<file path="config.mk">
export PLATFORM = sky130hd
export DESIGN_NAME = sr_reg_bank
export DESIGN_NICKNAME = d
export VERILOG_FILES = /design/src/rtl/sr_reg_pkg.sv /design/src/rtl/sr_ret_ctl.sv /design/src/rtl/sr_reg_bank.sv
export SDC_FILE = /design/constraint.sdc
export NUM_CORES = 1
export LEC_CHECK = 0
export CORE_UTILIZATION = 40
export CTS_CLUSTER_SIZE = 28
export DETAILED_ROUTE_END_ITERATION = 16
export PLACE_DENSITY_LB_ADDON = 0.05
export SYNTH_ARGS = -nofsm -noshare
export SYNTH_HDL_FRONTEND = slang
export SYNTH_SLANG_ARGS = --single-unit
</file>
<file path="constraint.sdc">
create_clock -name CLK -period 2.5 [get_ports CLK]
set_clock_uncertainty 0.05 [all_clocks]
set_input_delay 0.625 -clock CLK [delete_from_list [all_inputs] [get_ports CLK]]
set_output_delay 0.625 -clock CLK [all_outputs]
set_load 0.1 [all_outputs]
</file>
<file path="src/rtl/sr_reg_pkg.sv">
// Shared definitions for the retention register bank.
//   ret_state_t  : save/restore controller states
//   chunk_cnt_w  : width of the chunk index for a given chunk count
package sr_reg_pkg;

  typedef enum logic [1:0] {
    ST_IDLE      = 2'd0,
    ST_SAVING    = 2'd1,
    ST_RESTORING = 2'd2
  } ret_state_t;

  // Chunk index width; never narrower than one bit so a single-chunk
  // bank still has a legal counter.
  function automatic int chunk_cnt_w(input int n);
    return (n < 2) ? 1 : $clog2(n);
  endfunction

endpackage

</file>
<file path="src/rtl/sr_ret_ctl.sv">
// Save/restore sequencer for the retention register bank.
// Walks the chunk index 0..NCHUNK-1 once per save or restore request.
// Ports:
//   clk, rst_n      : clock, asynchronous active-low reset
//   se              : scan enable; aborts any operation back to idle
//   save, restore   : requests, sampled only in idle (save wins)
//   state           : current controller state
//   idx             : chunk being transferred this cycle
//   busy            : high whenever the controller is not idle
module sr_ret_ctl
  import sr_reg_pkg::*;
#(
  parameter int NCHUNK = 4,
  parameter int CW     = 2
) (
  input  logic          clk,
  input  logic          rst_n,
  input  logic          se,
  input  logic          save,
  input  logic          restore,
  output ret_state_t    state,
  output logic [CW-1:0] idx,
  output logic          busy
);

  localparam logic [CW-1:0] LAST = CW'(NCHUNK - 1);

  always_ff @(posedge clk or negedge rst_n) begin
    if (!rst_n) begin
      state <= ST_IDLE;
      idx   <= '0;
    end else if (se) begin
      state <= ST_IDLE;
      idx   <= '0;
    end else begin
      case (state)
        ST_IDLE: begin
          idx <= '0;
          if (save)         state <= ST_SAVING;
          else if (restore) state <= ST_RESTORING;
        end
        ST_SAVING, ST_RESTORING: begin
          if (idx == LAST) begin
            state <= ST_IDLE;
            idx   <= '0;
          end else begin
            idx <= idx + 1'b1;
          end
        end
        default: begin
          state <= ST_IDLE;
          idx   <= '0;
        end
      endcase
    end
  end

  assign busy = (state != ST_IDLE);

endmodule

</file>
<file path="src/rtl/sr_reg_bank.sv">
// Register bank with per-bit set/clear, scan chain and chunked retention
// save/restore into an unreset shadow register.
// Ports:
//   CLK, RSTB          : clock, asynchronous active-low reset
//   D, EN              : functional load
//   SET_MASK, CLR_MASK : per-bit set / clear requests (set wins)
//   SE, SI, SO         : scan enable, scan in, scan out (= Q MSB)
//   SAVE, RESTORE      : retention requests
//   BUSY               : save or restore in progress
//   Q, QN              : register value and its inverse
module sr_reg_bank
  import sr_reg_pkg::*;
#(
  parameter int              WIDTH   = 8,
  parameter int              CHUNK   = 2,
  parameter logic [WIDTH-1:0] RST_VAL = '0
) (
  input  logic             CLK,
  input  logic             RSTB,
  input  logic [WIDTH-1:0] D,
  input  logic             EN,
  input  logic [WIDTH-1:0] SET_MASK,
  input  logic [WIDTH-1:0] CLR_MASK,
  input  logic             SE,
  input  logic             SI,
  output logic             SO,
  input  logic             SAVE,
  input  logic             RESTORE,
  output logic             BUSY,
  output logic [WIDTH-1:0] Q,
  output logic [WIDTH-1:0] QN
);

  localparam int NCHUNK = WIDTH / CHUNK;
  localparam int CW     = chunk_cnt_w(NCHUNK);

  ret_state_t       state;
  logic [CW-1:0]    idx;
  logic [WIDTH-1:0] shadow;
  logic [WIDTH-1:0] shifted;
  logic [WIDTH-1:0] q_next;

  sr_ret_ctl #(
    .NCHUNK (NCHUNK),
    .CW     (CW)
  ) u_ctl (
    .clk     (CLK),
    .rst_n   (RSTB),
    .se      (SE),
    .save    (SAVE),
    .restore (RESTORE),
    .state   (state),
    .idx     (idx),
    .busy    (BUSY)
  );

  if (WIDTH == 1) begin : g_shift1
    assign shifted = SI;
  end else begin : g_shiftn
    assign shifted = {Q[WIDTH-2:0], SI};
  end

  // Any asserted set/clear bit turns the cycle into a mask update: masked
  // bits are forced and the rest hold, so D is only loaded on cycles with
  // no mask activity at all.
  always_comb begin
    q_next = Q;
    if (SE) begin
      q_next = shifted;
    end else begin
      case (state)
        ST_RESTORING: begin
          for (int k = 0; k < NCHUNK; k++) begin
            if (idx == CW'(k)) q_next[k*CHUNK +: CHUNK] = shadow[k*CHUNK +: CHUNK];
          end
        end
        ST_SAVING: q_next = Q;
        default: begin
          if ((|SET_MASK) || (|CLR_MASK)) q_next = (Q & ~CLR_MASK) | SET_MASK;
          else if (EN)                    q_next = D;
        end
      endcase
    end
  end

  always_ff @(posedge CLK or negedge RSTB) begin
    if (!RSTB) Q <= RST_VAL;
    else       Q <= q_next;
  end

  // Shadow has no reset so retained contents survive RSTB; a scan abort
  // leaves already-saved chunks untouched.
  always_ff @(posedge CLK) begin
    if (!SE && state == ST_SAVING) begin
      for (int k = 0; k < NCHUNK; k++) begin
        if (idx == CW'(k)) shadow[k*CHUNK +: CHUNK] <= Q[k*CHUNK +: CHUNK];
      end
    end
  end

  assign QN = ~Q;
  assign SO = Q[WIDTH-1];

endmodule

</file>
==> results of run 1 <==
-- cell type report --
type                            count  share of cell area [%]
Clock buffer                        3                    1.16
Sequential cell                    20                    27.8
Timing Repair Buffer               53                    24.9
Multi-Input combinational cell    101                    39.9
Tap cell                           46                    2.96
Inverter                           17                    3.28
-- cell usage in the layout, fill, tap and decap left out, drive strengths merged --
cell type / instances
clkdlybuf4s50: 30
buf: 23
a21oi: 20
inv: 17
dfrtp: 12
nor2b: 9
nand2: 9
a211oi: 8
mux2: 8
o2bb2ai: 8
edfxtp: 8
nor3: 8
ha: 7
o22ai: 5
and2: 4
nor4: 4
clkbuf: 3
nand3b: 1
nor2: 1
and3b: 1
nand4: 1
or3: 1
or2: 1
and4: 1
nand2b: 1
a2bb2oi: 1
o21ai: 1
a21boi: 1
-- logic make-up after synthesis --
logic type | after synthesis | synth area share, %
multiplexers | 8 | 8.30
AND/OR/NAND/NOR | 42 | 19.8
flip-flops | 20 | 37.4
buffers and inverters | 27 | 8.91
adder cells (fa/ha/maj) | 7 | 6.06
AO/OA/AOI/OAI | 44 | 19.6
-- worst reg2reg max path: stages, from the launching register on --
cell and delay, ps:
dfrtp_1 400, inv_1 120, ha_1 470, or2_1 180, buf_4 210, nor3_1 80
mux2_4 270, o2bb2ai_1 150
-- power by group through the flow --
stage	registers [mW]	logic (mW)	clock network [mW]
3_5_place_dp	0.587	1.87	0
5_1_grt	0.597	1.94	0.164
2_1_floorplan	0.996	1.02	0
3_3_place_gp	0.576	1.85	0
6_report	0.576	1.86	0.151
4_1_cts	0.581	1.87	0.153
-- registers in the layout, summed over array words and instances (netlist names) --
register,cells
u_ctl.state,2
u_ctl.idx,2
shadow,8
Q,8
-- through the flow --
step	instances	worst slack [ps]
after detailed placement	237	104
after CTS	240	393
after global placement	237	84.2
after global routing	240	291
after floorplan	148	192
final	240	404
-- worst paths after layout --
check / slack [ps] / endpoint / cells after the start / start
max: 400 / Q[5] / 6 / CLR_MASK[4]
min: 470 / u_ctl.idx[0] / 1 / u_ctl.idx[0]
max reg2reg: 520 / Q[5] / 7 / u_ctl.state[0]
min reg2reg: 470 / u_ctl.idx[0] / 1 / u_ctl.idx[0]
max in group asynchronous: 1380 / Q[1] / 1 / RSTB
min in group asynchronous: 640 / u_ctl.state[1] / 1 / RSTB
-- routing by layer --
layer	vias up	global-route usage, %	share of wire (%)	routed length (microns)
li1	630	-	-	-
met1	619	23.8	45	1550
met2	31	32.0	51	1770
met3	2	4.04	4.3	150
met4	0	1.74	0.37	13
met5	-	0	0	0
==> metrics, run 1 <==
sequential fraction of design power=22.3%; via count=roughly 1,300; number of library cell types mapped by synthesis=32; Switching Share=62.8%; RSZ-0062 raised after global routing=no; I/O pins=49; power share of the clock group=~5.8%; register area=541 sq um; most frequent cells after synthesis=a21oi_1 (20), inv_1 (17), dfrtp_1 (12), nand2_1 (9), nor2b_1 (9); largest net degree at the start of global routing=25; # fillers=308; initial core utilization=a little over two fifths; Worst path max stage delay=480 ps; initial antenna violation count=0; CTS max path bufs=2; fin util=57.4%; EDFF count, synth=8; top cells by area, synth=dfrtp_1 (21%), edfxtp_1 (17%), mux2_4 (8.3%); Gate power share=71.9%; CTS Buf Count=3; CTS Sinks=20; Worst VDD drop=1.28 mV; CP delay by family, top=buffers and inverters; sequential area share after synthesis=37.4%; WL final=about 3.5 mm; DIE HEIGHT=62.1 microns; # DRC=0; post-route ant nets=0; Worst path slowest cell=clkdlybuf4s50_1; worst path required time=2670 ps; Post-synth top flop=dfrtp_1; total gr overflow=0; Static Leak=0.787 nW; Initial DRC Count=46; CTS hold repair buffers=0; Synth Register Bits=20; vias per inst=5.34; Synth async-reset ratio=60.0%; # diodes=0; Power Density=1330 nW/um^2; top achievable clock speed=~0.48 GHz; Cell Chain, Critical Path=clkdlybuf4s50_1 -> nor4_4 -> and4_1 -> buf_4 -> mux2_4 -> o2bb2ai_1; top cell type's share of synthesized area=20.8%; vias in the first global route=1,229; final instance area=1950 sq um; Syn Nets=186; Layout area overhead=34.6%; CTS tree=built; GPL Wtd Cong=0.800; Setup TNS=0 ps; post-route minimum period=about 2100 ps; Mapped Cells=148; first-pass GRT wire length=5.66 mm; status=finished clean; core area=3390 sq um; Hold WC Path Type=flip-flop to flip-flop; slew of the pin with the lowest slew margin=between 500 and 600 ps; post-DP HPWL=~2.7 mm; Clock transition at path regs=between 100 and 150 ps; routed len/inst=14.5 microns; startpoint types=input port; Tot GR Track Use=18.3%; WP data arrival=2270 ps; Critical Path End Type=flip-flop; Synth Warn #=0; Rows=21; multi-input logic area=777 sq um; final setup vio count=0; drt pass-1 iters=4; NetSw=1.62 mW; synthesized area=about 1400 sq um; final worst-path cycle share=83.8%; Int Power=0.964 mW; endpoints failing hold=0; area leader, netlist=dfrtp_1; Slew HR=60.9%; number of H-tree levels=1; CTS resizes=0; total of max-cap violations=0; root buffer cell=clkbuf_4; share of post-route cells with drive strength above 1=20.6%; most frequent cell after synthesis=a21oi_1; Die Width=62.1 microns; power consumption=approximately 2.6 mW; Fin Hold WS=469 ps; WS Path Type=input port to flip-flop; nets=between 200 and 250; area post-placement=approximately 1900 sq um; Worst-Skew Late Latency=300 ps; Die ar.=3860 sq um; PortBufs=48; number of buffers and inverters on the critical path=2; crit path max fanout=4; Final Max Tran Viols=0; Syn Area/Cell=9.77 sq um; Post-CTS Setup Inserts=0
(Power assumes the default switching activity.)
==> run 2: changes to the inputs <==
==> constraint.sdc (replaced) <==
create_clock -name CLK -period 2 [get_ports CLK]
set_clock_uncertainty 0.05 [all_clocks]
set_input_delay 0.5 -clock CLK [delete_from_list [all_inputs] [get_ports CLK]]
set_output_delay 0.5 -clock CLK [all_outputs]
set_load 0.1 [all_outputs]
==> metrics, run 2 (synthesized netlist as in run 1, its figures left out) <==
share of post-route cells with drive strength above 1=34.3% (+14 points); Final Max Tran Viols=0 (unchanged); total gr overflow=0 (unchanged); startpoint types=input port; slew of the pin with the lowest slew margin=572 ps (-13.4 ps); final setup vio count=0 (unchanged); CTS hold repair buffers=0 (unchanged); # DRC=0 (unchanged); CTS Sinks=20 (unchanged); Power Density=1670 nW/um^2 (+25%); Largest regs=Q x8, shadow x8; I/O pins=49 (unchanged); vias per inst=5.25 (-1.7%); post-DP HPWL=3.03 mm (+11%); DIE HEIGHT=62.1 microns (unchanged); most frequent cells in the layout=clkdlybuf4s50_1 (27), a21oi_1 (20), buf_12 (18); WS Path Type=input port to flip-flop; Initial DRC Count=58 (+26%); PortBufs=48 (unchanged); commonest non-fill, non-tap cell in the layout=clkdlybuf4s50_1; Slew HR=61.8% (+0.89 points); worst path required time=2170 ps (-500 ps); via count=1,329 (+3.7%); WL final=3.70 mm (+6.2%); top achievable clock speed=0.514 GHz; RSZ-0062 raised after global routing=no; Die ar.=3860 sq um (unchanged); first-pass GRT wire length=6.35 mm (+12%); CTS Buf Count=3 (unchanged); WP data arrival=2110 ps (-160 ps); initial antenna violation count=0 (unchanged); Setup WS post-layout=53.6 ps (-351 ps); nets=246 (+5.1%); crit path max fanout=4 (unchanged); core area=3390 sq um (unchanged); Static Leak=0.913 nW (+16%); Worst VDD drop=1.27 mV (-1.0%); endpoints failing hold=0 (unchanged); # diodes=0 (unchanged); total of max-cap violations=0 (unchanged); largest net degree at the start of global routing=23 (-8.0%); Tot GR Track Use=20.4% (+2.1 points); number of H-tree levels=1 (unchanged); Hold WC Path Type=flip-flop to flip-flop; CTS max path bufs=2 (unchanged); dpl ws=-277 ps (-381 ps); Clock transition at path regs=100 ps (about the same); Die Width=62.1 microns (unchanged); Layout area overhead=60.8%; routed len/inst=14.6 microns (+0.72%); final worst-path cycle share=a little under 100%; Worst-Skew Late Latency=300 ps (about the same); drt pass-1 iters=4 (unchanged); GPL Wtd Cong=0.789 (-1.4%); root buffer cell=clkbuf_4; status=finished clean; post-route minimum period=1950 ps; vias in the first global route=1,379 (+12%); # fillers=263 (-15%); Setup TNS=0 ps (unchanged); Rows=21 (unchanged); CTS tree=built; post-route ant nets=0 (unchanged); Critical Path End Type=flip-flop; initial core utilization=42.7% (unchanged)
-- run 2: changes by cell type in the layout (fill, tap and decap cells not counted), moves of 2 or more --
cell,delta
inv_1,-8
clkdlybuf4s50_1,-3
buf_12,+17
dfrtp_1,-8
dlymetal6s2s_1,+3
clkinvlp_4,+8
buf_4,-7
buf_6,+2
dfrtp_2,+8
-- run 2: area by class of cell --
type	instances	area, sq um	share of cell area, %
timing repair buffer	65	803	34.5
multi-input combinational	101	795	34.2
sequential	20	551	23.7
inverter	17	93.8	4.03
tap	46	57.6	2.47
clock buffer	4	26.3	1.13
-- run 2: layer usage --
| layer | track usage [%] | routed length (microns) | up-vias |
|---|---|---|---|
| met1 | 24.7 | 1460 | 632 |
| met4 | 4.36 | 37 | 0 |
| met5 | 0 | 0 | - |
| met3 | 4.41 | 231 | 4 |
| met2 | 37.0 | 1970 | 45 |
| li1 | - | - | 648 |
-- run 2: path summary, 6_finish.rpt --
kind | startpoint | endpoint | slack [ps] | cells past startpoint
min | u_ctl.idx[0] | u_ctl.idx[0] | 450 | 1
min in group asynchronous | RSTB | Q[1] | 500 | 1
min reg2reg | u_ctl.idx[0] | u_ctl.idx[0] | 450 | 1
max | SET_MASK[3] | Q[6] | 50 | 6
max reg2reg | u_ctl.state[0] | Q[6] | 220 | 6
max in group asynchronous | RSTB | Q[7] | 980 | 1
-- run 2: power breakdown --
part	internal (mW)	switching (mW)
clock network	0.0777	0.122
registers	0.576	0.258
logic	1.04	1.81
total	1.69	2.19
-- run 2: worst max-delay path: stages --
cell,delay [ps]
clkdlybuf4s50_1,470
nor4_4,310
and4_4,270
buf_6,120
mux2_4,290
o2bb2ai_1,140
-- run 2: per-stage QoR --
stage	hold WS [ps]	instances	power (mW)	cell area, sq um	util (%)
4_1_cts	451	252	3.89	2290	67.4
5_1_grt	480	253	4.03	2330	68.6
3_5_place_dp	438	248	3.69	2260	66.7
2_1_floorplan	154	148	2.60	1490	-
3_3_place_gp	426	248	3.65	2260	66.7
6_report	447	253	3.88	2330	68.6
-- run 2: repair_timing --
action | in CTS | in global routing
setup buffers | 0 | 1
setup endpoints to repair | 0 | 6
gates resized for setup | 0 | 9
endpoints found under the hold margin | 0 | 0
==> run 3: changes to the inputs <==
--- a/config.mk
+++ b/config.mk
@@ -6,7 +6,7 @@
 export NUM_CORES = 1
 export LEC_CHECK = 0
 export CORE_UTILIZATION = 40
-export CTS_CLUSTER_SIZE = 28
+export CTS_CLUSTER_SIZE = 40
 export DETAILED_ROUTE_END_ITERATION = 16
 export PLACE_DENSITY_LB_ADDON = 0.05
 export SYNTH_ARGS = -nofsm -noshare
==> results of run 3 <==
The final DEF is identical to that of run 2; final timing and power are the same.
